==> src/rtl/fetch_line_buffer_if.sv <==
// Memory request/reply channel between a fetch master and instruction memory.
// Read channel is a valid/ready request (raddr) plus a valid/ready reply (rdata).
interface Mem_ift #(
    parameter int ADDR_W = 64,
    parameter int DATA_W = 64
);
    logic              r_request_valid;
    logic              r_request_ready;
    logic [ADDR_W-1:0] raddr;
    logic              r_reply_valid;
    logic              r_reply_ready;
    logic [DATA_W-1:0] rdata;
    logic              w_request_valid;
    logic              w_request_ready;
    logic              w_reply_valid;
    logic              w_reply_ready;

    modport Master (
        output r_request_valid, raddr, r_reply_ready, w_request_valid, w_reply_ready,
        input  r_request_ready, r_reply_valid, rdata, w_request_ready, w_reply_valid
    );
    modport Slave (
        input  r_request_valid, raddr, r_reply_ready, w_request_valid, w_reply_ready,
        output r_request_ready, r_reply_valid, rdata, w_request_ready, w_reply_valid
    );
endinterface

==> src/rtl/fetch_line_buffer.sv <==
// Single-line instruction fetch buffer: serves hits from one 64-bit line, fills on miss.
// Optional FETCH_BYPASS_EN forwards the reply data to the core in the reply cycle.
module fetch_line_buffer #(
    parameter int ADDR_W = 64,
    parameter int LINE_W = 64
) (
    input  logic              clk,
    input  logic              rst,
    input  logic [ADDR_W-1:0] pc,
    input  logic              fetch_req,
    input  logic              inv,
    output logic [31:0]       inst,
    output logic              inst_valid,
    output logic              stall,
    output logic [31:0]       miss_cnt,
    Mem_ift.Master            imem_ift
);
    typedef enum logic [1:0] {IDLE, REQ, WAIT} state_t;

    state_t            state, state_nxt;
    logic [1:0][31:0]  line;
    logic [ADDR_W-4:0] tag;
    logic              line_valid;
    logic              discard;
    logic [ADDR_W-1:0] req_addr;
    logic              hit, miss, fill;
    logic              unused_sig;

    assign hit  = fetch_req & line_valid & (tag == pc[ADDR_W-1:3]);
    assign miss = (state == IDLE) & fetch_req & ~hit;
    assign fill = (state == WAIT) & imem_ift.r_reply_valid;

    assign unused_sig = ^{pc[1:0], imem_ift.w_request_ready, imem_ift.w_reply_valid};

    always_ff @(posedge clk or negedge rst) begin
        if (!rst) state <= IDLE;
        else      state <= state_nxt;
    end

    always_comb begin
        state_nxt = state;
        case (state)
            IDLE:    if (miss) state_nxt = REQ;
            REQ:     if (imem_ift.r_request_ready) state_nxt = WAIT;
            WAIT:    if (imem_ift.r_reply_valid) state_nxt = IDLE;
            default: state_nxt = IDLE;
        endcase
    end

    always_ff @(posedge clk or negedge rst) begin
        if (!rst) begin
            line       <= '0;
            tag        <= '0;
            line_valid <= 1'b0;
            discard    <= 1'b0;
            req_addr   <= '0;
            miss_cnt   <= '0;
        end else begin
            case (state)
                IDLE: begin
                    if (inv) line_valid <= 1'b0;
                    if (miss) begin
                        req_addr <= {pc[ADDR_W-1:3], 3'b000};
                        discard  <= 1'b0;
                    end
                end
                REQ: if (inv) discard <= 1'b1;
                WAIT: begin
                    if (inv) discard <= 1'b1;
                    // An inv landing with the reply still kills the fill.
                    if (fill) begin
                        line       <= imem_ift.rdata;
                        tag        <= req_addr[ADDR_W-1:3];
                        line_valid <= ~(discard | inv);
                        if (miss_cnt != 32'hFFFF_FFFF) miss_cnt <= miss_cnt + 32'd1;
                    end
                end
                default: ;
            endcase
        end
    end

    always_comb begin
        inst       = pc[2] ? line[1] : line[0];
        inst_valid = (state == IDLE) & hit;
`ifdef FETCH_BYPASS_EN
        if (fill & ~discard & (req_addr[ADDR_W-1:3] == pc[ADDR_W-1:3])) begin
            inst       = pc[2] ? imem_ift.rdata[63:32] : imem_ift.rdata[31:0];
            inst_valid = 1'b1;
        end
`endif
    end

    assign stall = fetch_req & ~inst_valid;

    assign imem_ift.r_request_valid = (state == REQ);
    assign imem_ift.raddr           = req_addr;
    assign imem_ift.r_reply_ready   = (state == WAIT);
    assign imem_ift.w_request_valid = 1'b0;
    assign imem_ift.w_reply_ready   = 1'b1;
endmodule

==> src/flat_wrapper.sv <==
// flat-port wrapper written by rule: the top's interface ports become plain ports
module fetch_line_buffer_flat 
#(
    parameter int ADDR_W = 64,
    parameter int LINE_W = 64
)
  (clk, rst, pc, fetch_req, inv, inst, inst_valid, stall, miss_cnt, imem_ift_r_request_valid, imem_ift_raddr, imem_ift_r_reply_ready, imem_ift_w_request_valid, imem_ift_w_reply_ready, imem_ift_r_request_ready, imem_ift_r_reply_valid, imem_ift_rdata, imem_ift_w_request_ready, imem_ift_w_reply_valid);
  Mem_ift #(.ADDR_W(ADDR_W)) imem_ift_i ();
  input  logic clk;
  input  logic rst;
  input  logic [ADDR_W-1:0] pc;
  input  logic fetch_req;
  input  logic inv;
  output logic [31:0] inst;
  output logic inst_valid;
  output logic stall;
  output logic [31:0] miss_cnt;
  output wire logic [$bits(imem_ift_i.r_request_valid)-1:0] imem_ift_r_request_valid;
  output wire logic [$bits(imem_ift_i.raddr)-1:0] imem_ift_raddr;
  output wire logic [$bits(imem_ift_i.r_reply_ready)-1:0] imem_ift_r_reply_ready;
  output wire logic [$bits(imem_ift_i.w_request_valid)-1:0] imem_ift_w_request_valid;
  output wire logic [$bits(imem_ift_i.w_reply_ready)-1:0] imem_ift_w_reply_ready;
  input wire logic [$bits(imem_ift_i.r_request_ready)-1:0] imem_ift_r_request_ready;
  input wire logic [$bits(imem_ift_i.r_reply_valid)-1:0] imem_ift_r_reply_valid;
  input wire logic [$bits(imem_ift_i.rdata)-1:0] imem_ift_rdata;
  input wire logic [$bits(imem_ift_i.w_request_ready)-1:0] imem_ift_w_request_ready;
  input wire logic [$bits(imem_ift_i.w_reply_valid)-1:0] imem_ift_w_reply_valid;
  assign imem_ift_r_request_valid = imem_ift_i.r_request_valid;
  assign imem_ift_raddr = imem_ift_i.raddr;
  assign imem_ift_r_reply_ready = imem_ift_i.r_reply_ready;
  assign imem_ift_w_request_valid = imem_ift_i.w_request_valid;
  assign imem_ift_w_reply_ready = imem_ift_i.w_reply_ready;
  assign imem_ift_i.r_request_ready = imem_ift_r_request_ready;
  assign imem_ift_i.r_reply_valid = imem_ift_r_reply_valid;
  assign imem_ift_i.rdata = imem_ift_rdata;
  assign imem_ift_i.w_request_ready = imem_ift_w_request_ready;
  assign imem_ift_i.w_reply_valid = imem_ift_w_reply_valid;
  fetch_line_buffer #(.ADDR_W(ADDR_W), .LINE_W(LINE_W)) u_core (.clk(clk), .rst(rst), .pc(pc), .fetch_req(fetch_req), .inv(inv), .inst(inst), .inst_valid(inst_valid), .stall(stall), .miss_cnt(miss_cnt), .imem_ift(imem_ift_i));
endmodule
==> config.mk <==
export PLATFORM = sky130hd
export DESIGN_NAME = fetch_line_buffer_flat
export DESIGN_NICKNAME = d
export VERILOG_FILES = /design/src/rtl/fetch_line_buffer_if.sv /design/src/rtl/fetch_line_buffer.sv /design/src/flat_wrapper.sv
export SDC_FILE = /design/constraint.sdc
export NUM_CORES = 1
export LEC_CHECK = 0
export BUFFER_PORTS_ARGS = -buffer_cell sky130_fd_sc_hd__buf_4
export CAP_MARGIN = 5
export CORE_MARGIN = 10
export CORE_UTILIZATION = 30
export DETAILED_ROUTE_END_ITERATION = 10
export GPL_TIMING_DRIVEN = 0
export PLACE_DENSITY_LB_ADDON = 0.1
export SLEW_MARGIN = 5
export SYNTH_ARGS = -nofsm -noshare
export SYNTH_HDL_FRONTEND = slang
export SYNTH_SLANG_ARGS = --single-unit
==> constraint.sdc <==
create_clock -name clk -period 4.78 [get_ports clk]
set_input_delay 0.478 -clock clk [delete_from_list [all_inputs] [get_ports clk]]
set_output_delay 0.478 -clock clk [all_outputs]
set_load 0.01 [all_outputs]
==> key figures <==
Status
  – Run status: completed

CTS
  – Clock edge transition at the registers on the reported setup and hold paths: ~0.06 ns
  – Clock Tree Root: clkbuf_16
  – Clock Sinks: 222
  – Clock Latency Late Sink: 0.53 ns
  – Clock buffer count from CTS: 27
  – CTS Buffer Depth: 3
  – CTS tree: done
  – Post-CTS Hold Buffers: 1
  – Setup bufs post-CTS: 0
  – CTS resizes: 0
  – # H-tree levels: 1

Global route
  – Total track usage: around 15%
  – Largest net degree at the start of global routing: 108
  – Vias in the first global route: approximately 7,800
  – Overflow after GRT: 0
  – Global-route wire length before repair: 48,600 um
  – Initial antenna violation count: 2

Setup path
  – Levels on crit path: 7
  – Critical path buffers and inverters: 1
  – Top Family by Delay on Critical Path: simple AND/OR/NAND/NOR gates
  – CP endpoint kind: output pin
  – R2R Setup Slk: ~1.6 ns
  – Critical path origin: u_core.tag[58]
  – Setup CP Type: reg -> out
  – Worst stage delay on the critical path: 0.78 ns
  – Crit path cell chain: xor2_1 -> nor4_1 -> nand4_1 -> or4_2 -> nor2_1 -> nor2b_1 -> buf_4
  – Worst path slowest cell: nor4_1
  – Worst r2r src: u_core.tag[58]
  – R2R Path End: u_core.imem_ift.raddr[16]
  – Critical path capture point: stall
  – Reg2Reg Depth: 8
  – Critical Path AT: 3.26 ns
  – Worst setup SP type: flip-flop
  – Worst path required time: 4.30 ns
  – Max FO, Critical Path: 2

Placement
  – Port Buf Inserts: 259
  – Post-DP HPWL: about 24,000 um
  – Routability Congestion: 0.774

Cells and area
  – Layout area overhead: 34.3%
  – Final-stage net count: 1,393
  – Share of cells above drive strength 1: 32.4%

Logic synthesis
  – Post-synth cell types: 37
  – EDFF count, synth: 0
  – Synthesized cell area: 0.0101 mm2
  – Area leader, netlist: dfrtp_1
  – Synth top area cells: dfrtp_1 (55%), nand2_1 (15%), mux2_4 (8.9%), xor2_1 (4.9%), mux2_2 (4.0%)
  – Share of the synthesized area in the top cell type: 54.9%
  – #FFs+latches synth: about 220
  – Sequential cell area fraction in the yosys report: 54.9%
  – Average size of a mapped cell: 10.6 um2
  – Synthesized instance count: 957
  – Ys flop type: dfrtp_1
  – Synthesis Warnings: 0
  – Fraction of registers with async set or reset after synthesis: 100%

Timing
  – Minimum clock period: roughly 3.7 ns
  – Endpoints failing setup: 0
  – Fmax: ~270 MHz
  – Least-Margin Pin Slew: 1.02 ns
  – Hold_ws: 0.140 ns
  – Final worst path period share: 78.2%
  – Setup TNS: 0 ns
  – RSZ-0062 raised after global routing: false
  – Final Max Slew Viols: 0
  – Worst rel slew slack: 31.6%
  – Final Hold Viols: 0
  – Clock skew: 0.0109 ns

Run
  – Max Cap Viol: 0

Floorplan
  – Chip Height: around 200 um
  – Core area: 0.0334 mm2
  – I/O pins: 270
  – Initial core utilization: 30.3%
  – Row Count: 67
  – Chip Width: 204 um
  – Die area: between 0.04 and 0.05 mm2

Worst hold path
  – Hold Path Class: in -> reg

Power
  – Maximum VDD drop: 0.259 mV
  – Leakage: 0.00706 uW
  – PwrDens: roughly 600 mW/mm2

Detailed routing
  – Remaining antenna violation count after routing: 0
  – Via/cell ratio: 4.36
  – Via count: 7,503
  – Post-route DRC: 0
  – Avg WL per Cell: 18.7 um
  – Pre-Repair DR Iteration Count: 4
  – Post-Route WL: between 30,000 and 40,000 um
  – Iteration-0 DRC Markers: 300
[logic make-up (layout without fill, tap and decap cells)]
| logic type | after synthesis | count (layout) | synth area share (%) |
|---|---|---|---|
| AOI/OAI and AO/OA | 9 | 9 | 0.717 |
| xor gates and xnor gates | 91 | 91 | 7.88 |
| adders and majority gates | 6 | 6 | 0.742 |
| buffers and inverters | 53 | 364 | 3.19 |
| DFF | 222 | 222 | 54.9 |
| muxes | 96 | 96 | 12.9 |
| other | 2 | 6 | 0.0742 |
| and+or+nand+nor | 478 | 478 | 19.6 |
[cells in the mapped netlist (all sizes together), types with 3 or more instances]
| cell | count |
|---|---|
| ha | 6 |
| inv | 8 |
| nand2 | 391 |
| nor4 | 13 |
| xor2 | 57 |
| nand3 | 13 |
| buf | 22 |
| clkbuf | 23 |
| nand4 | 17 |
| nor3 | 4 |
| and2 | 6 |
| dfrtp | 222 |
| and3 | 11 |
| and4 | 3 |
| nor2 | 12 |
| xnor2 | 34 |
| mux2 | 96 |
[cell usage in the layout (no fill, tap or decap), types with 2 or more instances in the layout]
| cell | n |
|---|---|
| conb_1 | 5 |
| buf_16 | 2 |
| o21ai_0 | 2 |
| nand2_1 | 391 |
| nand3_1 | 13 |
| dfrtp_1 | 222 |
| a21oi_1 | 2 |
| mux2_2 | 36 |
| buf_4 | 263 |
| clkbuf_8 | 8 |
| and2_1 | 6 |
| buf_12 | 6 |
| and4_1 | 3 |
| nand4_1 | 17 |
| xor2_1 | 57 |
| nor4_1 | 13 |
| xnor2_1 | 34 |
| nor2_1 | 12 |
| clkinv_2 | 3 |
| mux2_4 | 60 |
| buf_1 | 10 |
| and3_1 | 11 |
| inv_1 | 8 |
| ha_1 | 6 |
| clkbuf_16 | 27 |
| clkbuf_1 | 31 |
| nor3_1 | 4 |
[registers in the layout (all words and copies together), names as in the netlist]
| register | count |
|---|---|
| u_core.imem_ift.raddr | 61 |
| u_core.line_valid | 1 |
| u_core.discard | 1 |
| u_core.tag | 61 |
| u_core.line | 64 |
| u_core.miss_cnt | 32 |
| u_core.state | 2 |
[worst min path at each step]
stage,start,end,cells past startpoint
floorplan,rst,u_core.discard,0
global placement,u_core.line[3],u_core.line[3],2
detailed placement,rst,u_core.line[18],1
CTS,imem_ift_rdata[2],u_core.line[2],3
global route,imem_ift_rdata[2],u_core.line[2],3
finish,imem_ift_rdata[2],u_core.line[2],3
[stage by stage]
stage	instance area (um2)	power (uW)	std cells	utilization [%]	worst slack, ns
6_report	13600	8210	1720	40.7	1.04
4_1_cts	13600	8380	1719	40.7	0.904
5_1_grt	13600	8790	1720	40.7	0.823
3_3_place_gp	12600	6260	1667	37.9	1.26
2_1_floorplan	10100	4890	960	-	2.19
3_5_place_dp	12700	6310	1669	38.1	1.24
[area by class of cell]
class,instances,area [um2]
fill,3376,19800
sequential,222,5560
buffer,45,293
inverter,8,30.0
antenna,1,2.50
tap,448,561
clock inverter,6,61.3
clock buffer,43,816
timing repair buffer,262,2020
multi-input combinational,685,4250
[routing by layer]
metal  share of wire (%)  GRT usage (%)  vias to the layer above
met4                0.92           3.01                        2
met3                 6.8           4.14                       20
met1                  47           20.3                     3594
li1                    -              -                     3673
met5               0.056              0                        -
met2                  45           23.4                      214
[tightest hold or removal path, stage by stage]
cell and delay, ns:
buf_4 0.08, nand2_1 0.04, nand2_1 0.04
[power by group]
group          internal (uW)  switching (uW)  total [uW]
sequential              2660             538        3200
combinational           1580            1430        3010
clock                   1220             791        2010
total                   5460            2760        8210
No activity file was read; power rests on OpenSTA's default activity.
